`config.mk`:
```
export PLATFORM = sky130hd
export DESIGN_NAME = bp_io_wormhole_deserializer
export DESIGN_NICKNAME = d
export VERILOG_FILES = /design/src/rtl/bp_me_pkg.sv /design/src/rtl/bp_io_flit_slot_mem.sv /design/src/rtl/bp_io_wormhole_deserializer.sv
export SDC_FILE = /design/constraint.sdc
export NUM_CORES = 1
export LEC_CHECK = 0
export BUFFER_PORTS_ARGS = -buffer_cell sky130_fd_sc_hd__buf_2
export CAP_MARGIN = 20
export CORE_AREA = 2 2 229 231
export CTS_CLUSTER_SIZE = 30
export DETAILED_ROUTE_END_ITERATION = 10
export DIE_AREA = 0 0 231 233
export PLACE_DENSITY_LB_ADDON = 0.08
export SYNTH_ARGS = -nofsm -noshare
export SYNTH_HDL_FRONTEND = slang
export SYNTH_SLANG_ARGS = --single-unit
```
`constraint.sdc`:
```
create_clock -name io_clk_i -period 21.9 [get_ports io_clk_i]
set_input_delay 4.38 -clock io_clk_i [delete_from_list [all_inputs] [get_ports io_clk_i]]
set_output_delay 4.38 -clock io_clk_i [all_outputs]
set_load 0.05 [all_outputs]
```
`src/rtl/bp_me_pkg.sv`:
```
// Shared types for the IO wormhole deserializer.
//   bp_io_deser_state_e     : e_ready / e_body / e_full FSM states.
//   BP_IO_WORMHOLE_HEADER_S : macro declaring the header struct {len, cord} for given field widths.
//   bp_io_pkt_width()       : derived width of a reassembled packet.
// No ports; imported by the deserializer top and its slot memory.

`ifndef BP_IO_WORMHOLE_HEADER_S_DEFINED
`define BP_IO_WORMHOLE_HEADER_S_DEFINED
// Header occupies the low bits of a flit: cord in the LSBs, len directly above it.
`define BP_IO_WORMHOLE_HEADER_S(cord_w, len_w) \
  typedef struct packed { \
    logic [len_w-1:0]  len; \
    logic [cord_w-1:0] cord; \
  } bp_io_wormhole_header_s
`endif

package bp_me_pkg;

  typedef enum logic [1:0] {
    e_ready,
    e_body,
    e_full
  } bp_io_deser_state_e;

  function automatic int unsigned bp_io_pkt_width(input int unsigned flit_w,
                                                  input int unsigned max_flits);
    return flit_w * max_flits;
  endfunction

  // Packet width for the default configuration (64-bit flits, 8 slots).
  localparam int unsigned bp_io_pkt_width_gp = bp_io_pkt_width(64, 8);

endpackage

```
`src/rtl/bp_io_flit_slot_mem.sv`:
```
// Register array of max_flits_p flit slots, written one slot at a time.
// A write with clr_i set also zeroes every slot not being written, so a header
// write leaves the unused tail of the packet reading zero.
// Ports:
//   clk_i, reset_i : clock, asynchronous active-high reset (all slots to zero)
//   w_v_i          : write enable
//   clr_i          : zero all slots other than the written one
//   w_idx_i        : slot index to write
//   w_data_i       : flit to write
//   data_o         : all slots concatenated, slot k at [k*flit_width_p +: flit_width_p]

module bp_io_flit_slot_mem
  import bp_me_pkg::*;
#(
  parameter int unsigned flit_width_p = 64,
  parameter int unsigned max_flits_p  = 8,
  localparam int unsigned idx_width_lp = (max_flits_p > 1) ? $clog2(max_flits_p) : 1,
  localparam int unsigned pkt_width_lp = bp_io_pkt_width(flit_width_p, max_flits_p)
) (
  input  logic                    clk_i,
  input  logic                    reset_i,
  input  logic                    w_v_i,
  input  logic                    clr_i,
  input  logic [idx_width_lp-1:0] w_idx_i,
  input  logic [flit_width_p-1:0] w_data_i,
  output logic [pkt_width_lp-1:0] data_o
);

  logic [max_flits_p-1:0]                   w_en;
  logic [max_flits_p-1:0][flit_width_p-1:0] slot_q;

  always_comb begin
    w_en = '0;
    if (w_v_i) w_en[w_idx_i] = 1'b1;
  end

  always_ff @(posedge clk_i or posedge reset_i) begin
    if (reset_i) begin
      slot_q <= '0;
    end else begin
      for (int k = 0; k < int'(max_flits_p); k++) begin
        if (w_en[k]) begin
          slot_q[k] <= w_data_i;
        end else if (clr_i) begin
          slot_q[k] <= '0;
        end
      end
    end
  end

  assign data_o = slot_q;

endmodule

```
`src/rtl/bp_io_wormhole_deserializer.sv`:
```
// Reassembles an io_cmd wormhole (header + len body flits) into one wide packet and
// presents it on a valid/yumi interface. Buffers exactly one packet.
// Body flits beyond max_flits_p total are accepted but dropped, and pkt_err_o is set.
// Optional feature: define BP_IO_DESER_OVERLAP_EN to accept the next header in the
// same cycle the current packet is taken (adds a yumi_i -> ready_and_o path).
// Ports:
//   io_clk_i, io_reset_i : clock, asynchronous active-high reset
//   flit_i, v_i          : incoming flit and its valid
//   ready_and_o          : flit accepted when v_i & ready_and_o
//   pkt_o                : packet, flit k at [k*flit_width_p +: flit_width_p]
//   len_o                : header len field of the held packet
//   pkt_err_o            : packet was oversize and truncated
//   v_o, yumi_i          : packet valid / consumer takes it

module bp_io_wormhole_deserializer
  import bp_me_pkg::*;
#(
  parameter int unsigned flit_width_p = 64,
  parameter int unsigned cord_width_p = 7,
  parameter int unsigned len_width_p  = 4,
  parameter int unsigned max_flits_p  = 8,
  localparam int unsigned pkt_width_lp = bp_io_pkt_width(flit_width_p, max_flits_p)
) (
  input  logic                    io_clk_i,
  input  logic                    io_reset_i,
  input  logic [flit_width_p-1:0] flit_i,
  input  logic                    v_i,
  output logic                    ready_and_o,
  output logic [pkt_width_lp-1:0] pkt_o,
  output logic [len_width_p-1:0]  len_o,
  output logic                    pkt_err_o,
  output logic                    v_o,
  input  logic                    yumi_i
);

  // One extra bit so the count reaches len+1 without wrapping at the maximum len.
  localparam int unsigned cnt_width_lp = len_width_p + 1;
  localparam int unsigned idx_width_lp = (max_flits_p > 1) ? $clog2(max_flits_p) : 1;

  `BP_IO_WORMHOLE_HEADER_S(cord_width_p, len_width_p);

  bp_io_wormhole_header_s hdr;
  assign hdr = flit_i[cord_width_p+len_width_p-1:0];

  // Destination cord travels in slot 0 but is not interpreted here.
  logic unused_cord;
  assign unused_cord = ^hdr.cord;

  bp_io_deser_state_e      state_q, state_d;
  logic [cnt_width_lp-1:0] cnt_q, cnt_d;
  logic [len_width_p-1:0]  len_q, len_d;
  logic                    err_q, err_d;

  logic                    start_hdr;
  logic                    mem_w_v;
  logic                    mem_clr;
  logic [idx_width_lp-1:0] mem_idx;

  always_comb begin
    state_d     = state_q;
    cnt_d       = cnt_q;
    len_d       = len_q;
    err_d       = err_q;
    ready_and_o = 1'b0;
    v_o         = 1'b0;
    start_hdr   = 1'b0;
    mem_w_v     = 1'b0;
    mem_clr     = 1'b0;
    mem_idx     = '0;

    unique case (state_q)
      e_ready: begin
        ready_and_o = 1'b1;
        start_hdr   = v_i;
      end
      e_body: begin
        ready_and_o = 1'b1;
        if (v_i) begin
          if (32'(cnt_q) < max_flits_p) begin
            mem_w_v = 1'b1;
            mem_idx = cnt_q[idx_width_lp-1:0];
          end else begin
            err_d = 1'b1;
          end
          cnt_d = cnt_q + cnt_width_lp'(1);
          if (cnt_q == {1'b0, len_q}) state_d = e_full;
        end
      end
      e_full: begin
        v_o = 1'b1;
`ifdef BP_IO_DESER_OVERLAP_EN
        ready_and_o = yumi_i;
        start_hdr   = yumi_i & v_i;
`endif
        if (yumi_i) state_d = e_ready;
      end
      default: state_d = e_ready;
    endcase

    // Header load; overrides the e_full -> e_ready step when overlapping.
    if (start_hdr) begin
      mem_w_v = 1'b1;
      mem_clr = 1'b1;
      mem_idx = '0;
      len_d   = hdr.len;
      err_d   = 1'b0;
      cnt_d   = cnt_width_lp'(1);
      state_d = (hdr.len == '0) ? e_full : e_body;
    end
  end

  always_ff @(posedge io_clk_i or posedge io_reset_i) begin
    if (io_reset_i) begin
      state_q <= e_ready;
      cnt_q   <= '0;
      len_q   <= '0;
      err_q   <= 1'b0;
    end else begin
      state_q <= state_d;
      cnt_q   <= cnt_d;
      len_q   <= len_d;
      err_q   <= err_d;
    end
  end

  bp_io_flit_slot_mem #(
    .flit_width_p(flit_width_p),
    .max_flits_p (max_flits_p)
  ) u_slot_mem (
    .clk_i   (io_clk_i),
    .reset_i (io_reset_i),
    .w_v_i   (mem_w_v),
    .clr_i   (mem_clr),
    .w_idx_i (mem_idx),
    .w_data_i(flit_i),
    .data_o  (pkt_o)
  );

  assign len_o     = len_q;
  assign pkt_err_o = err_q;

  yumi_only_when_valid: assert property (@(posedge io_clk_i) disable iff (io_reset_i)
    yumi_i |-> v_o);
  v_i_known: assert property (@(posedge io_clk_i) disable iff (io_reset_i)
    !$isunknown(v_i));

endmodule
```
==> results of run 1 <==
## worst paths after layout
check	startpoint	to	slack, ns	cells after the start
min in group asynchronous	io_reset_i	u_slot_mem.data_o[150]	3.94	2
worst min register to register	u_slot_mem.data_o[367]	u_slot_mem.data_o[367]	0.48	2
worst min-delay path	u_slot_mem.data_o[367]	u_slot_mem.data_o[367]	0.48	2
max in group asynchronous	io_reset_i	u_slot_mem.data_o[310]	15.57	4
worst max-delay path	v_i	u_slot_mem.data_o[423]	15.14	7
worst max register to register	state_q[0]	u_slot_mem.data_o[423]	18.57	6
## layer usage
metal  GRT usage (%)  up-vias  part of all wire (%)
met1           35.39     8647                    42
met5               0        -                 0.029
met2           42.54      618                    47
met4           7.782        4                   2.7
li1                -     7991                     -
met3           7.230      115                   8.3
## flip-flops by register name, summed over array words and instances (netlist names)
| signal | count |
|---|---|
| u_slot_mem.data_o | 512 |
| pkt_err_o | 1 |
| len_o | 4 |
| state_q | 2 |
| cnt_q | 5 |
## logic make-up after synthesis
logic type,after synthesis,synth area share [%]
AND/OR/NAND/NOR,1260,24.72
flip-flops,524,61.81
buffers and inverters,227,5.131
AO/OA/AOI/OAI,139,3.397
multiplexers,69,4.718
XOR/XNOR,4,0.1651
adder cells (fa/ha/maj),1,0.05897
## metrics by stage
step / setup slack [ns] / utilization, %
floorplan: 2.880 / -
global placement: 14.09 / 47.33
detailed placement: 14.03 / 47.33
CTS: 14.67 / 50.79
global route: 14.88 / 50.90
finish: 15.14 / 50.90
## area by class of cell
| type | instances | area (µm²) |
|---|---|---|
| clock buffer | 87 | 1699 |
| clock inverter | 9 | 70.07 |
| fill | 4853 | 25090 |
| inverter | 4 | 22.52 |
| multi-input combinational | 1473 | 7084 |
| sequential | 524 | 13110 |
| tap | 680 | 850.8 |
| timing repair buffer | 610 | 3166 |
## critical path: stages
cell	delay, ns
buf_2	0.14
nor2b_1	0.24
nand2_4	0.38
buf_4	0.72
buf_4	0.97
nand2_1	0.10
o21ai_0	0.20
## cell usage after synthesis, types with 2 or more instances
library cell and number:
a21oi_1 4, and3_1 5, buf_1 15, buf_2 61, buf_4 16, buf_6 12, clkbuf_1 111, clkbuf_2 8
dfrtp_1 524, inv_1 4, mux2_2 7, mux2_4 60, nand2_1 902, nand2b_1 2, nand3_1 326, nand3_2 2
nand3b_1 2, nor2_1 5, nor3_1 3, nor3_2 3, nor3b_1 2, o21ai_0 124, o21ai_1 6, xnor2_1 4
## power groups by stage
stage	sequential [mW]	combinational, mW	clock (mW)
floorplan	1.89	0.388	0
global placement	1.28	1.32	0
detailed placement	1.29	1.33	0
CTS	1.27	1.33	0.944
global route	1.30	1.39	0.982
finish	1.27	1.33	0.925
==> impl_metrics.json, run 1 <==
{
  "ys_ff_latch": 524,
  "postSynthCellCount": 2224,
  "worst_clock_skew_ns": 0.01810,
  "p_int_mw": 1.999,
  "layout_common_cells": "nand2_1 (901), buf_2 (586), dfrtp_1 (524), nand3_1 (324), o21ai_0 (124)",
  "hold_viol_final": 0,
  "cap_violations": 0,
  "seq_area_frac_synth_pct": 61.81,
  "relSlewSlack_pct": 24.80,
  "pin_count": 587,
  "clock_sinks": 524,
  "swShare_pct": 43.32,
  "start_kind": "primary input",
  "seq_power_share_pct": 36.1,
  "combPwrFrac_pct": 37.7,
  "ys_top_cells_by_area": "dfrtp_1 (62%), nand2_1 (16%), nand3_1 (7.7%)",
  "port-buffer-count": 586,
  "p_per_area_nw_per_um2": 135.6,
  "whs_ns": 0.4824,
  "wl_um": 72880,
  "drc_errors": 0,
  "drive_gt1_share_pct": 28.67,
  "cts-hold-fix-buffers": 0,
  "final_common_cell": "nand2_1",
  "gp_congestion": 0.8202,
  "setup_tns_ns": 0,
  "worstMarginPinSlew_ns": 1.128,
  "cts_root_buf": "clkbuf_16",
  "grt_pass1_vias": 16800,
  "clk_path_buf_depth": 3,
  "clock.fmax_mhz": 148.0,
  "yosys_warnings": 0,
  "synth_top_area_cell": "dfrtp_1",
  "fp.dieH_um": 233,
  "ys_types": 40,
  "status": "finished clean",
  "die_x_um": 231,
  "synth_top_area_share_pct": 61.81,
  "vias_per_cell": 5.130,
  "htreeDepth": 2,
  "hp-class": "reg2reg",
  "postCtsSetupRepairBufs": 0,
  "setup_viol": 0,
  "core_area_um2": 51090,
  "die_area_um2": 53820,
  "cts_buffers": 57,
  "grt_use_total_pct": 26.57,
  "antenna_found_initial": 2,
  "synth_edf_count": 0,
  "finalNetCount": 2739,
  "leakage_nw": 14.96,
  "syn_nets": 2293,
  "stdcell_count": 3387,
  "rows": 83,
  "dp.cells": 3289,
  "arrival_ns": 7.25,
  "place_area_um2": 24180,
  "synth_area_um2": 21220,
  "async_flop_share_pct": 100.0,
  "ys.flop_type": "dfrtp_1",
  "syn_to_final_growth_pct": 22.58,
  "synth_area_per_cell_um2": 9.539,
  "dr.pass1.iters": 6,
  "insertion_delay_ns": 0.60,
  "dpl.hpwl_um": 46440,
  "ant_nets": 0,
  "crit_fanout": 102,
  "overflow": 0,
  "clk_pin_slew_ns": 0.06,
  "end_kind": "flip-flop",
  "netSwitchingPower_mw": 1.528,
  "grt_pass1_wl_um": 108900,
  "start_util_pct": 41.52,
  "antenna_cells": 0,
  "wl_per_cell_um": 21.52,
  "vias": 17380,
  "peakVddDrop_v": 0.00007244,
  "cts_resized": 0,
  "required_ns": 22.40,
  "initialDrtViolationCount": 1481,
  "slew_violations": 0,
  "final_area_um2": 26000,
  "critPathKind": "in2reg",
  "finalPower_mw": 3.527,
  "grt_max_degree": 166,
  "finalCritPeriodShare_pct": 30.85,
  "pwr-share-clk_pct": 26.2,
  "rsz0062_at_grt": "no",
  "cts_tree": "done",
  "finalCriticalPeriod_ns": 6.757
}
Power figures use the tool's default switching activity.
==> inputs of run 2 (changes only) <==
Clock period 21.9 ns to 5.45 ns, I/O delays scaled along.
==> run 2 against run 1 <==
  * First-iteration DRC count is 15% lower
  * Combinational power grew to 4.0 times the previous value
  * Critical path depth is 2 lower
  * Clock skew is 0.0065 ns higher
  * Final cell count is 0.32% higher
  * Sequential share of layout area is 0.53 points lower
  * Count of clock-buffer cells in the layout is 3 lower
  * Clock power grew to 4.5 times the previous value
==> impl_metrics.json, run 2 (synthesis gave the netlist of run 1 again) <==
{
  "worst_clock_skew_ns": 0.02463,
  "rsz0062_at_grt": "no",
  "grt_pass1_wl_um": 108700,
  "end_kind": "flip-flop",
  "grt_use_total_pct": 26.57,
  "grt_pass1_vias": 16760,
  "core_area_um2": 51090,
  "port-buffer-count": 586,
  "syn_to_final_growth_pct": 23.87,
  "peakVddDrop_v": 0.0004864,
  "antenna_cells": 0,
  "cpPeakStageDelay_ns": 0.90,
  "finalCritPeriodShare_pct": 54.12,
  "required_ns": 5.98,
  "swShare_pct": 42.51,
  "pin_count": 587,
  "insertion_delay_ns": 0.61,
  "cts_buffers": 57,
  "cts_resized": 0,
  "worstMarginPinSlew_ns": 1.111,
  "finalNetCount": 2739,
  "arrival_ns": 3.48,
  "vias_per_cell": 5.114,
  "hold_viol_final": 0,
  "wl_um": 72640,
  "start_kind": "flip-flop",
  "min_to": "u_slot_mem.data_o[363]",
  "layout_common_cells": "nand2_1 (901), buf_2 (586), dfrtp_1 (524), nand3_1 (324), o21ai_0 (124)",
  "drive_gt1_share_pct": 29.25,
  "cap_violations": 0,
  "combPwrFrac_pct": 36.5,
  "rows": 83,
  "grt_max_degree": 202,
  "worst_slack_ns": 2.501,
  "crit_fanout": 34,
  "drc_errors": 0,
  "critPathKind": "reg2reg",
  "p_per_area_nw_per_um2": 554.8,
  "netSwitchingPower_mw": 6.199,
  "worstReg2RegStart": "cnt_q[2]",
  "pwr-share-clk_pct": 28.3,
  "reg2regPathDepth": 5,
  "finalCriticalPeriod_ns": 2.949,
  "start_util_pct": 41.52,
  "gp_congestion": 0.7995,
  "clock_sinks": 524,
  "min_from": "u_slot_mem.data_o[363]",
  "final_common_cell": "nand2_1",
  "clk_path_buf_depth": 3,
  "vias": 17380,
  "clk_pin_slew_ns": 0.06,
  "overflow": 0,
  "seq_power_share_pct": 35.2,
  "cts-hold-fix-buffers": 0,
  "antenna_found_initial": 2,
  "leakage_nw": 15.10,
  "dr.pass1.iters": 5,
  "setup_viol": 0,
  "dp.cells": 3291,
  "clock.fmax_mhz": 339.1,
  "fp.dieH_um": 233,
  "die_x_um": 231,
  "status": "finished clean",
  "htreeDepth": 2,
  "die_area_um2": 53820,
  "postCtsSetupRepairBufs": 0,
  "stdcell_count": 3398,
  "initialDrtViolationCount": 1253,
  "slew_violations": 0,
  "crit_path_cell_trace": "nor3b_1 -> and3_2 -> buf_4 -> nand2_1 -> nand2_1",
  "cts_tree": "done",
  "p_int_mw": 8.382,
  "n_fill_cell": 4836,
  "relSlewSlack_pct": 25.96,
  "r2r_slack_ns": 2.50,
  "crit_top_cell": "nand2_1",
  "dpl.hpwl_um": 46900,
  "wl_per_cell_um": 21.38,
  "r2r-end": "u_slot_mem.data_o[364]",
  "dp_slack_ns": 2.200,
  "whs_path_depth": 2,
  "largest_reg_flops": 512,
  "ant_nets": 0,
  "hp-class": "reg2reg",
  "cts_root_buf": "clkbuf_16",
  "cp_slowest_cell": "and3_2"
}
run 2: cell count changes in the layout (fill, tap and decap cells not counted), sizes merged:
cell and delta:
clkinv +6, inv +1, clkinvlp +2, clkbuf -3, bufinv +5
run 2: how the worst max path moves through the flow:
stage | start | depth (start not counted) | end
global placement | v_i | 6 | u_slot_mem.data_o[372]
floorplan | io_reset_i | 1 | cnt_q[0]
detailed placement | v_i | 5 | u_slot_mem.data_o[8]
global route | cnt_q[2] | 5 | u_slot_mem.data_o[379]
finish | cnt_q[2] | 5 | u_slot_mem.data_o[364]
CTS | cnt_q[2] | 5 | u_slot_mem.data_o[378]
run 2: cell type report:
cell class,instances,area [µm²],area share [%]
Clock buffer,84,1760,6.699
Clock inverter,23,277.8,1.057
Inverter,4,18.77,0.07141
Multi-Input combinational cell,1473,7084,26.96
Sequential cell,524,13110,49.90
Tap cell,680,850.8,3.237
Timing Repair Buffer,610,3176,12.08
run 2: critical path: cells and delay by family, from the launching register on:
family	cells	cell delay [ns]
buffers and inverters	1	0.51
DFF	1	0.50
and+or+nand+nor	4	1.84
run 2: power groups by stage:
stage,sequential (mW),combinational [mW],clock [mW]
finish,5.13,5.33,4.12
global route,5.22,5.58,4.37
CTS,5.13,5.36,4.21
detailed placement,5.18,5.36,0
global placement,5.16,5.33,0
floorplan,7.61,1.56,0
run 2: metal layers:
| layer | share of wire, % | up-vias | global-route usage (%) |
|---|---|---|---|
| met5 | 0.034 | - | 0 |
| met4 | 2.9 | 4 | 8.367 |
| met3 | 8.4 | 112 | 7.917 |
| met2 | 46 | 614 | 41.44 |
| met1 | 42 | 8642 | 35.67 |
| li1 | - | 8004 | - |
run 2: stage by stage:
stage / power [mW] / hold slack (ns) / area [µm²] / utilization [%] / TNS, ns
finish: 14.58 / 0.4849 / 26280 / 51.43 / 0
CTS: 14.69 / 0.4861 / 26280 / 51.43 / 0
floorplan: 9.166 / 0.5656 / 21220 / - / -1446.33
global placement: 10.49 / 0.4679 / 24240 / 47.45 / 0
global route: 15.17 / 0.5040 / 26280 / 51.43 / 0
detailed placement: 10.54 / 0.4722 / 24240 / 47.45 / 0
